File: config.mk
export PLATFORM = sky130hd
export DESIGN_NAME = panel_debounce
export DESIGN_NICKNAME = d
export VERILOG_FILES = /design/src/rtl/panel_debounce.sv
export SDC_FILE = /design/constraint.sdc
export NUM_CORES = 1
export LEC_CHECK = 0
export ABC_CLOCK_PERIOD_IN_PS = 5300
export CAP_MARGIN = 20
export CORE_MARGIN = 3
export CORE_UTILIZATION = 45
export CTS_BUF_LIST = sky130_fd_sc_hd__clkbuf_4
export CTS_CLUSTER_SIZE = 25
export DETAILED_ROUTE_END_ITERATION = 10
export PLACE_DENSITY = 0.62
export SYNTH_ARGS = -nofsm -noshare
export SYNTH_HDL_FRONTEND = slang
export SYNTH_SLANG_ARGS = --single-unit
File: constraint.sdc
create_clock -name clk -period 5.3 [get_ports clk]
set_input_delay 1.06 -clock clk [delete_from_list [all_inputs] [get_ports clk]]
set_output_delay 1.06 -clock clk [all_outputs]
set_load 0.005 [all_outputs]
File: src/rtl/panel_debounce.sv
// panel_debounce: synchronises the multiplexed front-panel switch nibble and
// debounces each of the 8 scan slots independently. io_clk/io_addr come from
// the slow I/O block and are treated as data; everything runs on clk.
module panel_debounce #(
  parameter int          DEBOUNCE_TICKS = 4,
  parameter logic [31:0] RESET_STABLE   = 32'hFFFF_0000
) (
  input  logic        clk,
  input  logic        reset,
  input  logic        io_clk,
  input  logic [2:0]  io_addr,
  input  logic [3:0]  raw_switches,
  output logic [3:0]  io_switches,
  output logic [31:0] stable_bus,
  output logic        changed,
  output logic [2:0]  changed_slot
);

  localparam logic [3:0] TICKS = 4'(DEBOUNCE_TICKS);

  logic       io_clk_s1, io_clk_s2, io_clk_prev;
  logic [3:0] raw_s1, raw_s2;

  logic [3:0] stable [8];
  logic [3:0] cand   [8];
  logic [3:0] cnt    [8];

  logic       sample_ev;
  logic [3:0] cur_stable, cur_cand, cur_cnt;
  logic [3:0] cnt_next;
  logic       cand_load, accept;

  // Two-flop synchronisers of equal depth, plus a history flop for edge detect.
  always_ff @(posedge clk or posedge reset) begin
    if (reset) begin
      io_clk_s1   <= 1'b0;
      io_clk_s2   <= 1'b0;
      io_clk_prev <= 1'b0;
      raw_s1      <= 4'h0;
      raw_s2      <= 4'h0;
    end else begin
      io_clk_s1   <= io_clk;
      io_clk_s2   <= io_clk_s1;
      io_clk_prev <= io_clk_s2;
      raw_s1      <= raw_switches;
      raw_s2      <= raw_s1;
    end
  end

  // Sample on the falling scan edge, mid-period, when panel data has settled.
  // prev resets low so reset release can never look like a falling edge.
  assign sample_ev = ~io_clk_s2 & io_clk_prev;

  // Debounce decision for the addressed slot; accept folds the count back to 0.
  always_comb begin
    cur_stable = stable[io_addr];
    cur_cand   = cand[io_addr];
    cur_cnt    = cnt[io_addr];
    cand_load  = 1'b0;
    accept     = 1'b0;
    cnt_next   = 4'h0;
    if (raw_s2 == cur_stable) begin
      cnt_next = 4'h0;
    end else if (raw_s2 != cur_cand) begin
      cand_load = 1'b1;
      cnt_next  = 4'h1;
    end else begin
      cnt_next = cur_cnt + 4'h1;
    end
    if (raw_s2 != cur_stable && cnt_next == TICKS) begin
      accept   = 1'b1;
      cnt_next = 4'h0;
    end
  end

  // Per-slot state update; only the addressed slot moves on an event.
  always_ff @(posedge clk or posedge reset) begin
    if (reset) begin
      for (int i = 0; i < 8; i++) begin
        stable[i] <= RESET_STABLE[4*i +: 4];
        cand[i]   <= RESET_STABLE[4*i +: 4];
        cnt[i]    <= 4'h0;
      end
      changed      <= 1'b0;
      changed_slot <= 3'd0;
    end else begin
      changed <= 1'b0;
      if (sample_ev) begin
        cnt[io_addr] <= cnt_next;
        if (cand_load) begin
          cand[io_addr] <= raw_s2;
        end
        if (accept) begin
          stable[io_addr] <= raw_s2;
          changed         <= 1'b1;
          changed_slot    <= io_addr;
        end
      end
    end
  end

  // Registered mux toward the I/O block; follows io_addr with one clk of latency.
  always_ff @(posedge clk or posedge reset) begin
    if (reset) begin
      io_switches <= RESET_STABLE[3:0];
    end else begin
      io_switches <= stable[io_addr];
    end
  end

  // Flat view of every slot's debounced nibble.
  always_comb begin
    stable_bus = '0;
    for (int i = 0; i < 8; i++) begin
      stable_bus[4*i +: 4] = stable[i];
    end
  end

endmodule

==> results.sh, run 1 <==
export IMPL_clock_skew_ns=0.0192
export IMPL_cp_slowest_cell="clkdlybuf4s50_1"
export IMPL_max_freq_mhz=229
export IMPL_cts_root_buf="clkbuf_4"
export IMPL_path_depth=9
export IMPL_tns_ns=0
export IMPL_gp_congestion=0.828
export IMPL_clkSinkCount=115
export IMPL_synth_top_area_share_pct=38.0
export IMPL_power_density_nw_per_um2=317
export IMPL_wl_um=12100
export IMPL_overflow=0
export IMPL_cp_num_buf_inv=2
export IMPL_antenna_found_initial=0
export IMPL_setup_violations_final=0
export IMPL_grt_pass1_wl_um=19400
export IMPL_cp_arrival_ns=4.80
export IMPL_ant_nets=0
export IMPL_finalCritPeriodShare_pct=82.5
export IMPL_maxCapViolations=0
export IMPL_viasPerCell=5.60
export IMPL_worstPathCellList="clkdlybuf4s50_1, mux4_2, mux2i_1, inv_1, ha_1, nor4_1, a21oi_4, nor3_4, mux2_2"
export IMPL_max_stage_delay_ns=0.83
export IMPL_worst_pin_slew_ns=0.881
export IMPL_async_flop_share_pct=100
export IMPL_antenna_cells=0
export IMPL_synthCells=397
export IMPL_rr_worst_depth=8
export IMPL_synth_edf_count=0
export IMPL_fin_util_pct=54.6
export IMPL_dr_pass1_iters=4
export IMPL_grt_max_degree=74
export IMPL_avgSynthCellArea_um2=13.8
export IMPL_io_buffers=49
export IMPL_critPathKind="in2reg"
export IMPL_min_path_type="reg2reg"
export IMPL_start_util_pct=46.9
export IMPL_drive_gt1_share_pct=39.4
export IMPL_ys_flop_type="dfrtp_1"
export IMPL_clkSlewWorstSetupHoldPaths_ns=0.11
export IMPL_cp_max_fo=11
export IMPL_cts_post_setup_buffers_inserted=0
export IMPL_outcome="completed"
export IMPL_holdBufCountCts=0
export IMPL_layout_common_cells="dfrtp_1, mux2_2, clkdlybuf4s50_1"
export IMPL_start_kind="input port"
export IMPL_ys_ff_latch=115
export IMPL_place_hpwl_um=8500
export IMPL_p_total_mw=2.02
export IMPL_cts_tree="done"
export IMPL_via_count=3429
export IMPL_end_kind="flip-flop"
export IMPL_ctsHtreeMaxLevel=4
export IMPL_synth_seq_area_share_pct=53.3
export IMPL_hold_viol_final=0
export IMPL_grt_pass1_vias=3544
export IMPL_clk_path_buf_depth=2
export IMPL_ir_drop_mv=0.252
export IMPL_syn_to_final_growth_pct=16.5
export IMPL_yosys_warnings=0
export IMPL_fp_dieW_um=116
export IMPL_synth_area_leaders="dfrtp_1, mux2_2, dfstp_2"
export IMPL_clk_latency_ns=0.55
export IMPL_routedWlPerCell_um=19.8
export IMPL_mappedNetlistArea_um2=5470
export IMPL_drc_errors=0
export IMPL_required_ns=5.73
export IMPL_fillers=989
export IMPL_fin_nets=467
export IMPL_cp_top_family="multiplexers"
export IMPL_die_h_um=116
export IMPL_ctsResizeCount=0
export IMPL_rsz0062_at_grt="no"
export IMPL_hold_depth=0
export IMPL_relSlewSlack_pct=41.2
export IMPL_io_pins=50
export IMPL_dieArea_um2=13500
export IMPL_holdWs_ns=0.360
export IMPL_num_rows=39
export IMPL_track_usage_pct=19.4
export IMPL_drtIter0Drc=179
export IMPL_synth_nets=408
export IMPL_cts_buffers=17
export IMPL_fin_crit_ns=4.37
export IMPL_core_area_um2=11700
export IMPL_p_leak_nw=2.76
export IMPL_ys_types=51
export IMPL_layout_commonest_cell="dfrtp_1"
export IMPL_maxSlewViolCount=0
export IMPL_yosysTopAreaCell="dfrtp_1"
-- cells by family after synthesis --
family	Yosys count	share of synthesized area, %
buf+inv	29	3.22
fa+ha+maj	1	0.229
xor+xnor	8	1.28
mux	110	25.3
flops	115	53.3
compound gates	49	7.16
simple gates	85	9.52
-- where the power goes --
part | internal (mW) | leakage [nW] | switching, mW | total (mW)
logic | 0.162 | 1.21 | 0.158 | 0.320
registers | 1.00 | 1.41 | 0.0554 | 1.06
clock network | 0.282 | 0.139 | 0.360 | 0.642
-- cell usage after synthesis, types with 4 or more instances --
master and instances:
dfrtp_1 83, mux4_2 7, mux2i_1 21, nor2_1 8, nor3_4 9, nand2_1 35
mux4_1 6, clkbuf_1 6, nor3_1 4, dfstp_2 32, nand3_1 13, xnor2_1 7
o21ai_2 8, o21ai_0 10, buf_2 7, inv_1 6, mux2_2 76, o31ai_1 8
nand3b_1 4
-- final timing paths --
path / slack [ns] / start / end
max: 0.93 / io_addr[1] / stable_bus[10]$_DFFE_PP0P_
min: 0.36 / raw_s1[1]$_DFF_PP0_ / raw_s2[1]$_DFF_PP0_
max reg2reg: 2.00 / cnt[0]$_DFFE_PP0P_ / stable_bus[10]$_DFFE_PP0P_
min reg2reg: 0.36 / raw_s1[1]$_DFF_PP0_ / raw_s2[1]$_DFF_PP0_
max in group asynchronous: 3.13 / reset / cnt[29]$_DFFE_PP0P_
min in group asynchronous: 1.05 / reset / stable_bus[11]$_DFFE_PP0P_
-- final cells by class --
cell class	count	area [um2]	share of cell area, %
flip-flops and latches	115	2920	45.8
multi-input cells	253	2380	37.3
repair buffers	62	583	9.15
well taps	143	179	2.81
clock inverters	15	159	2.49
clock buffers	17	128	2.00
inverters	7	28.8	0.452
-- per-layer routing --
metal  vias up  track usage (%)  part of all wire, %
met1      1740             26.4                   44
met3        17             5.49                  5.4
li1       1585                -                    -
met4         0             5.80                  1.4
met2        87             30.4                   49
met5         -                0                    0
-- registers in the layout, indices dropped and copies added, names as in the netlist, 3 cells and up --
signal,cells
cand,32
cnt,32
stable_bus,32
io_switches,4
raw_s1,4
raw_s2,4
changed_slot,3
-- through the flow --
step	area, um2	setup WS [ns]	cells
2_1_floorplan	5470	1.25	397
3_3_place_gp	6080	0.496	580
3_5_place_dp	6080	0.413	580
4_1_cts	6370	0.995	612
5_1_grt	6370	0.771	612
6_report	6370	0.926	612
(Power assumes the default switching activity.)
==> inputs of run 2 (changes only) <==
ABC_CLOCK_PERIOD_IN_PS = 3500   (was 5300)
PLACE_DENSITY = 0.64   (was 0.62)
clock period = 3.5 ns   (was 5.3 ns; I/O delays follow)
==> run 2 against run 1 <==
Compared with the run above: sequential share of layout area fell by 2.0 points; non-clock buffer count rose by 31; via count grew 3.4%; combinational power is 73% higher; sequential power is 50% higher; wire length down 1.1%; cell count up 5.1%; register-to-register slack worse by 1.3 ns; global-route usage is 0.13 points lower; clock power is 37% higher.
==> results.sh, run 2 (synthesized netlist as in run 1, its figures left out) <==
export IMPL_rsz0062_at_grt="no"
export IMPL_dr_pass1_iters=4
export IMPL_maxSlewViolCount=0
export IMPL_gp_congestion=0.835
export IMPL_clk_path_buf_depth=2
export IMPL_track_usage_pct=19.3
export IMPL_clk_latency_ns=0.55
export IMPL_overflow=0
export IMPL_rr_worst_depth=9
export IMPL_fin_cells=643
export IMPL_clkSinkCount=115
export IMPL_layout_commonest_cell="dfrtp_1"
export IMPL_fp_dieW_um=116
export IMPL_r2r_end="cnt[10]$_DFFE_PP0P_"
export IMPL_power_density_nw_per_um2=454
export IMPL_worst_r2r_setup_slack_ns=0.67
export IMPL_worst_pin_slew_ns=0.679
export IMPL_ctsResizeCount=0
export IMPL_place_hpwl_um=8330
export IMPL_ir_drop_mv=0.268
export IMPL_maxCapViolations=0
export IMPL_fin_crit_ns=3.30
export IMPL_ant_nets=0
export IMPL_holdBufCountCts=0
export IMPL_core_area_um2=11700
export IMPL_io_pins=50
export IMPL_clkSlewWorstSetupHoldPaths_ns=0.10
export IMPL_cts_root_buf="clkbuf_4"
export IMPL_wl_um=12000
export IMPL_ctsHtreeMaxLevel=4
export IMPL_required_ns=3.93
export IMPL_crit_end="stable_bus[8]$_DFFE_PP0P_"
export IMPL_routedWlPerCell_um=18.6
export IMPL_grt_max_degree=116
export IMPL_drc_errors=0
export IMPL_hold_viol_final=0
export IMPL_fin_nets=498
export IMPL_relSlewSlack_pct=54.8
export IMPL_via_count=3546
export IMPL_die_h_um=116
export IMPL_p_sw_mw=0.850
export IMPL_syn_to_final_growth_pct=21.9
export IMPL_max_freq_mhz=303
export IMPL_drive_gt1_share_pct=43.8
export IMPL_cts_buffers=17
export IMPL_fillers=958
export IMPL_antenna_found_initial=0
export IMPL_min_path_type="reg2reg"
export IMPL_dp_cells=611
export IMPL_setup_violations_final=0
export IMPL_rr_startpoint="stable_bus[20]$_DFFE_PP1P_"
export IMPL_end_kind="flip-flop"
export IMPL_clock_skew_ns=0.0239
export IMPL_netSwitchingFraction_pct=28.1
export IMPL_critPathKind="in2reg"
export IMPL_grt_pass1_wl_um=19400
export IMPL_layout_common_cells="dfrtp_1, mux2_2, clkdlybuf4s50_1"
export IMPL_drtIter0Drc=247
export IMPL_startpoint="io_addr[0]"
export IMPL_intPower_mw=2.18
export IMPL_cts_tree="done"
export IMPL_num_rows=39
export IMPL_p_leak_nw=2.92
export IMPL_outcome="completed"
export IMPL_hold_depth=0
export IMPL_cp_max_fo=14
export IMPL_antenna_cells=0
export IMPL_viasPerCell=5.51
export IMPL_combPwrFrac_pct=18.3
export IMPL_io_buffers=49
export IMPL_start_util_pct=46.9
export IMPL_cp_arrival_ns=3.73
export IMPL_start_kind="input port"
export IMPL_fin_util_pct=57.2
export IMPL_finalCritPeriodShare_pct=94.2
export IMPL_sequentialPowerShare_pct=52.7
export IMPL_grt_pass1_vias=3571
export IMPL_p_clk_share_pct=29.0
export IMPL_dieArea_um2=13500
export IMPL_cts_post_setup_buffers_inserted=0
[run 2: cell types whose count changed in the layout (fill, tap and decap cells not counted), moves of 2 or more]
| cell | previous run | this run |
|---|---|---|
| clkinv_2 | 1 | 4 |
| buf_12 | 0 | 5 |
| buf_4 | 13 | 39 |
| inv_6 | 3 | 0 |
| clkbuf_4 | 17 | 19 |
[run 2: cell type report]
class                           instances  area [um2]  area share (%)
Clock inverter                         13         115            1.73
Multi-Input combinational cell        253        2400            36.1
Timing Repair Buffer                   93         878            13.2
Tap cell                              143         179            2.68
Inverter                                7        30.0           0.450
Clock buffer                           19         143            2.14
Sequential cell                       115        2920            43.8
[run 2: worst min-delay path by stage]
stage                              from  slack (ns)                   to
global placement    raw_s1[0]$_DFF_PP0_        0.33  raw_s2[0]$_DFF_PP0_
CTS                 raw_s1[1]$_DFF_PP0_        0.36  raw_s2[1]$_DFF_PP0_
finish              raw_s1[1]$_DFF_PP0_        0.36  raw_s2[1]$_DFF_PP0_
global route        raw_s1[1]$_DFF_PP0_        0.37  raw_s2[1]$_DFF_PP0_
detailed placement  raw_s1[1]$_DFF_PP0_        0.33  raw_s2[1]$_DFF_PP0_
floorplan           io_clk_s1$_DFF_PP0_        0.33  io_clk_s2$_DFF_PP0_
[run 2: critical path: stages]
cell and delay [ns]:
clkdlybuf4s50_1 0.50, buf_12 0.16, mux4_1 0.57, mux2i_1 0.18, xnor2_1 0.14, nor4_4 0.29, a21bo_2 0.42, nor3_4 0.38
mux2_2 0.38
[run 2: stage by stage]
stage | setup slack (ns) | total power [mW] | instance area, um2 | TNS, ns | hold WS [ns]
finish | 0.202 | 3.03 | 6670 | 0 | 0.358
floorplan | 0.00473 | 2.02 | 5510 | 0 | 0.331
global placement | -0.345 | 2.16 | 6410 | -16.21 | 0.333
detailed placement | -0.383 | 2.18 | 6410 | -18.12 | 0.335
global route | 0.103 | 3.18 | 6670 | 0 | 0.372
CTS | 0.218 | 3.07 | 6670 | 0 | 0.361
[run 2: routing by layer]
metal	track usage (%)	vias to the layer above	wire length (um)
met2	30.0	94	5730
met3	5.03	12	571
met4	6.50	0	171
met1	26.5	1797	5490
met5	0	-	0
li1	-	1643	-
[run 2: power groups by stage]
stage | registers (mW) | logic [mW] | clock network (mW)
after floorplan | 1.59 | 0.429 | 0
after global placement | 1.61 | 0.547 | 0
after detailed placement | 1.62 | 0.560 | 0
after CTS | 1.60 | 0.562 | 0.910
after global routing | 1.61 | 0.604 | 0.965
final | 1.59 | 0.555 | 0.878
==> inputs of run 3 (changes only) <==
==> constraint.sdc (replaced) <==
create_clock -name clk -period 3.5 [get_ports clk]
set_input_delay 0.35 -clock clk [delete_from_list [all_inputs] [get_ports clk]]
set_output_delay 0.35 -clock clk [all_outputs]
set_load 0.005 [all_outputs]
==> run 3 against run 2 <==
Compared with the run above: sequential share of layout area rose by 0.074 points; global-route usage fell by 0.24 points; design area fell by 0.17%; largest power group unchanged; cell count fell by 1.2%.
==> results.sh, run 3 (synthesized netlist as in run 1, its figures left out) <==
export IMPL_met3_usage_pct=4.77
export IMPL_clkSinkCount=115
export IMPL_maxCapViolations=0
export IMPL_cp_max_fo=14
export IMPL_end_kind="flip-flop"
export IMPL_fin_util_pct=57.1
export IMPL_dr_pass1_iters=4
export IMPL_dp_cells=603
export IMPL_clkSlewWorstSetupHoldPaths_ns=0.11
export IMPL_outcome="completed"
export IMPL_place_hpwl_um=8580
export IMPL_grt_pass1_vias=3529
export IMPL_power_density_nw_per_um2=500
export IMPL_maxSlewViolCount=0
export IMPL_rsz0062_at_grt="no"
export IMPL_holdWs_ns=0.189
export IMPL_fin_cells=635
export IMPL_fp_dieW_um=116
export IMPL_hold_viol_final=0
export IMPL_setup_violations_final=0
export IMPL_combPwrFrac_pct=15.6
export IMPL_num_rows=39
export IMPL_post_place_ws_ns=-0.0776
export IMPL_grt_max_degree=43
export IMPL_use_met2_pct=29.7
export IMPL_min_path_type="in2async"
export IMPL_gr_usage_met1_pct=25.2
export IMPL_cts_root_buf="clkbuf_4"
export IMPL_core_area_um2=11700
export IMPL_worst_pin_slew_ns=0.677
export IMPL_io_buffers=49
export IMPL_final_setup_worst_slack_ns=0.462
export IMPL_start_util_pct=46.9
export IMPL_viasPerCell=5.60
export IMPL_multi_input_comb_area_um2=2380
export IMPL_fin_crit_ns=3.04
export IMPL_register_area_um2=2920
export IMPL_tns_ns=0
export IMPL_sequentialPowerShare_pct=47.9
export IMPL_grt_pass1_wl_um=19100
export IMPL_die_h_um=116
export IMPL_drc_errors=0
export IMPL_finalCritPeriodShare_pct=86.8
export IMPL_cts_tree="done"
export IMPL_critPathKind="in2reg"
export IMPL_max_freq_mhz=329
export IMPL_fin_nets=490
export IMPL_cp_arrival_ns=3.48
export IMPL_wl_um=12000
export IMPL_ctsHtreeMaxLevel=4
export IMPL_clk_path_buf_depth=2
export IMPL_gp_congestion=0.832
export IMPL_netSwitchingFraction_pct=24.4
export IMPL_track_usage_pct=19.0
export IMPL_cts_buffers=17
export IMPL_antenna_cells=0
export IMPL_drive_gt1_share_pct=42.1
export IMPL_layout_common_cells="dfrtp_1, mux2_2, clkdlybuf4s50_1"
export IMPL_clock_skew_ns=0.0206
export IMPL_layout_commonest_cell="dfrtp_1"
export IMPL_p_leak_nw=2.94
export IMPL_drtIter0Drc=200
export IMPL_p_clk_share_pct=36.5
export IMPL_syn_to_final_growth_pct=21.7
export IMPL_holdBufCountCts=0
export IMPL_fillers=931
export IMPL_io_pins=50
export IMPL_clk_latency_ns=0.54
export IMPL_routedWlPerCell_um=18.8
export IMPL_relSlewSlack_pct=54.9
export IMPL_via_count=3555
export IMPL_required_ns=3.94
export IMPL_p_sw_mw=0.813
export IMPL_ir_drop_mv=0.284
export IMPL_cts_post_setup_buffers_inserted=0
export IMPL_ctsResizeCount=0
export IMPL_intPower_mw=2.52
export IMPL_antenna_found_initial=0
export IMPL_dieArea_um2=13500
export IMPL_overflow=0
export IMPL_start_kind="input port"
export IMPL_ant_nets=0
export IMPL_busiest_layer="met2"
## run 3: stage by stage
| stage | area (um2) | power [mW] |
|---|---|---|
| floorplan | 5470 | 2.00 |
| global placement | 6290 | 2.12 |
| detailed placement | 6290 | 2.14 |
| CTS | 6660 | 3.37 |
| global route | 6660 | 3.49 |
| finish | 6660 | 3.33 |
## run 3: layout make-up
class	instances	share of cell area, %
clock inverter	12	3.16
clock buffer	20	2.26
tap	143	2.69
multi-input combinational	253	35.7
sequential	115	43.8
timing repair buffer	85	11.9
inverter	7	0.432
## run 3: worst paths after layout
| path | to | start | depth (start not counted) | slack (ns) |
|---|---|---|---|---|
| max reg2reg | cnt[26]$_DFFE_PP0P_ | stable_bus[16]$_DFFE_PP1P_ | 8 | 0.59 |
| max | cnt[26]$_DFFE_PP0P_ | io_addr[0] | 10 | 0.46 |
| min reg2reg | raw_s2[3]$_DFF_PP0_ | raw_s1[3]$_DFF_PP0_ | 0 | 0.36 |
| min in group clk | raw_s1[2]$_DFF_PP0_ | raw_switches[2] | 1 | 0.25 |
| max in group asynchronous | stable_bus[27]$_DFFE_PP1P_ | reset | 3 | 2.52 |
| min | cnt[21]$_DFFE_PP0P_ | reset | 2 | 0.19 |
## run 3: metal layers
metal	up-vias	wire length [um]	share of wire, %
met4	0	320	2.7
met1	1796	5270	44
met5	-	0	0
met2	99	5860	49
li1	1629	-	-
met3	31	508	4.2
## run 3: worst max-delay path, stage by stage
cell	delay [ns]
clkdlybuf4s50_1	0.51
buf_12	0.17
mux4_1	0.57
mux2i_1	0.18
xnor2_1	0.13
nor4_4	0.35
a21bo_2	0.43
buf_4	0.25
a211o_4	0.38
o21ai_2	0.16
## run 3: power groups by stage
stage	logic [mW]	clock network, mW	registers (mW)
after detailed placement	0.524	0	1.62
after floorplan	0.412	0	1.59
final	0.520	1.21	1.59
after global routing	0.567	1.31	1.61
after CTS	0.526	1.25	1.59
after global placement	0.510	0	1.61
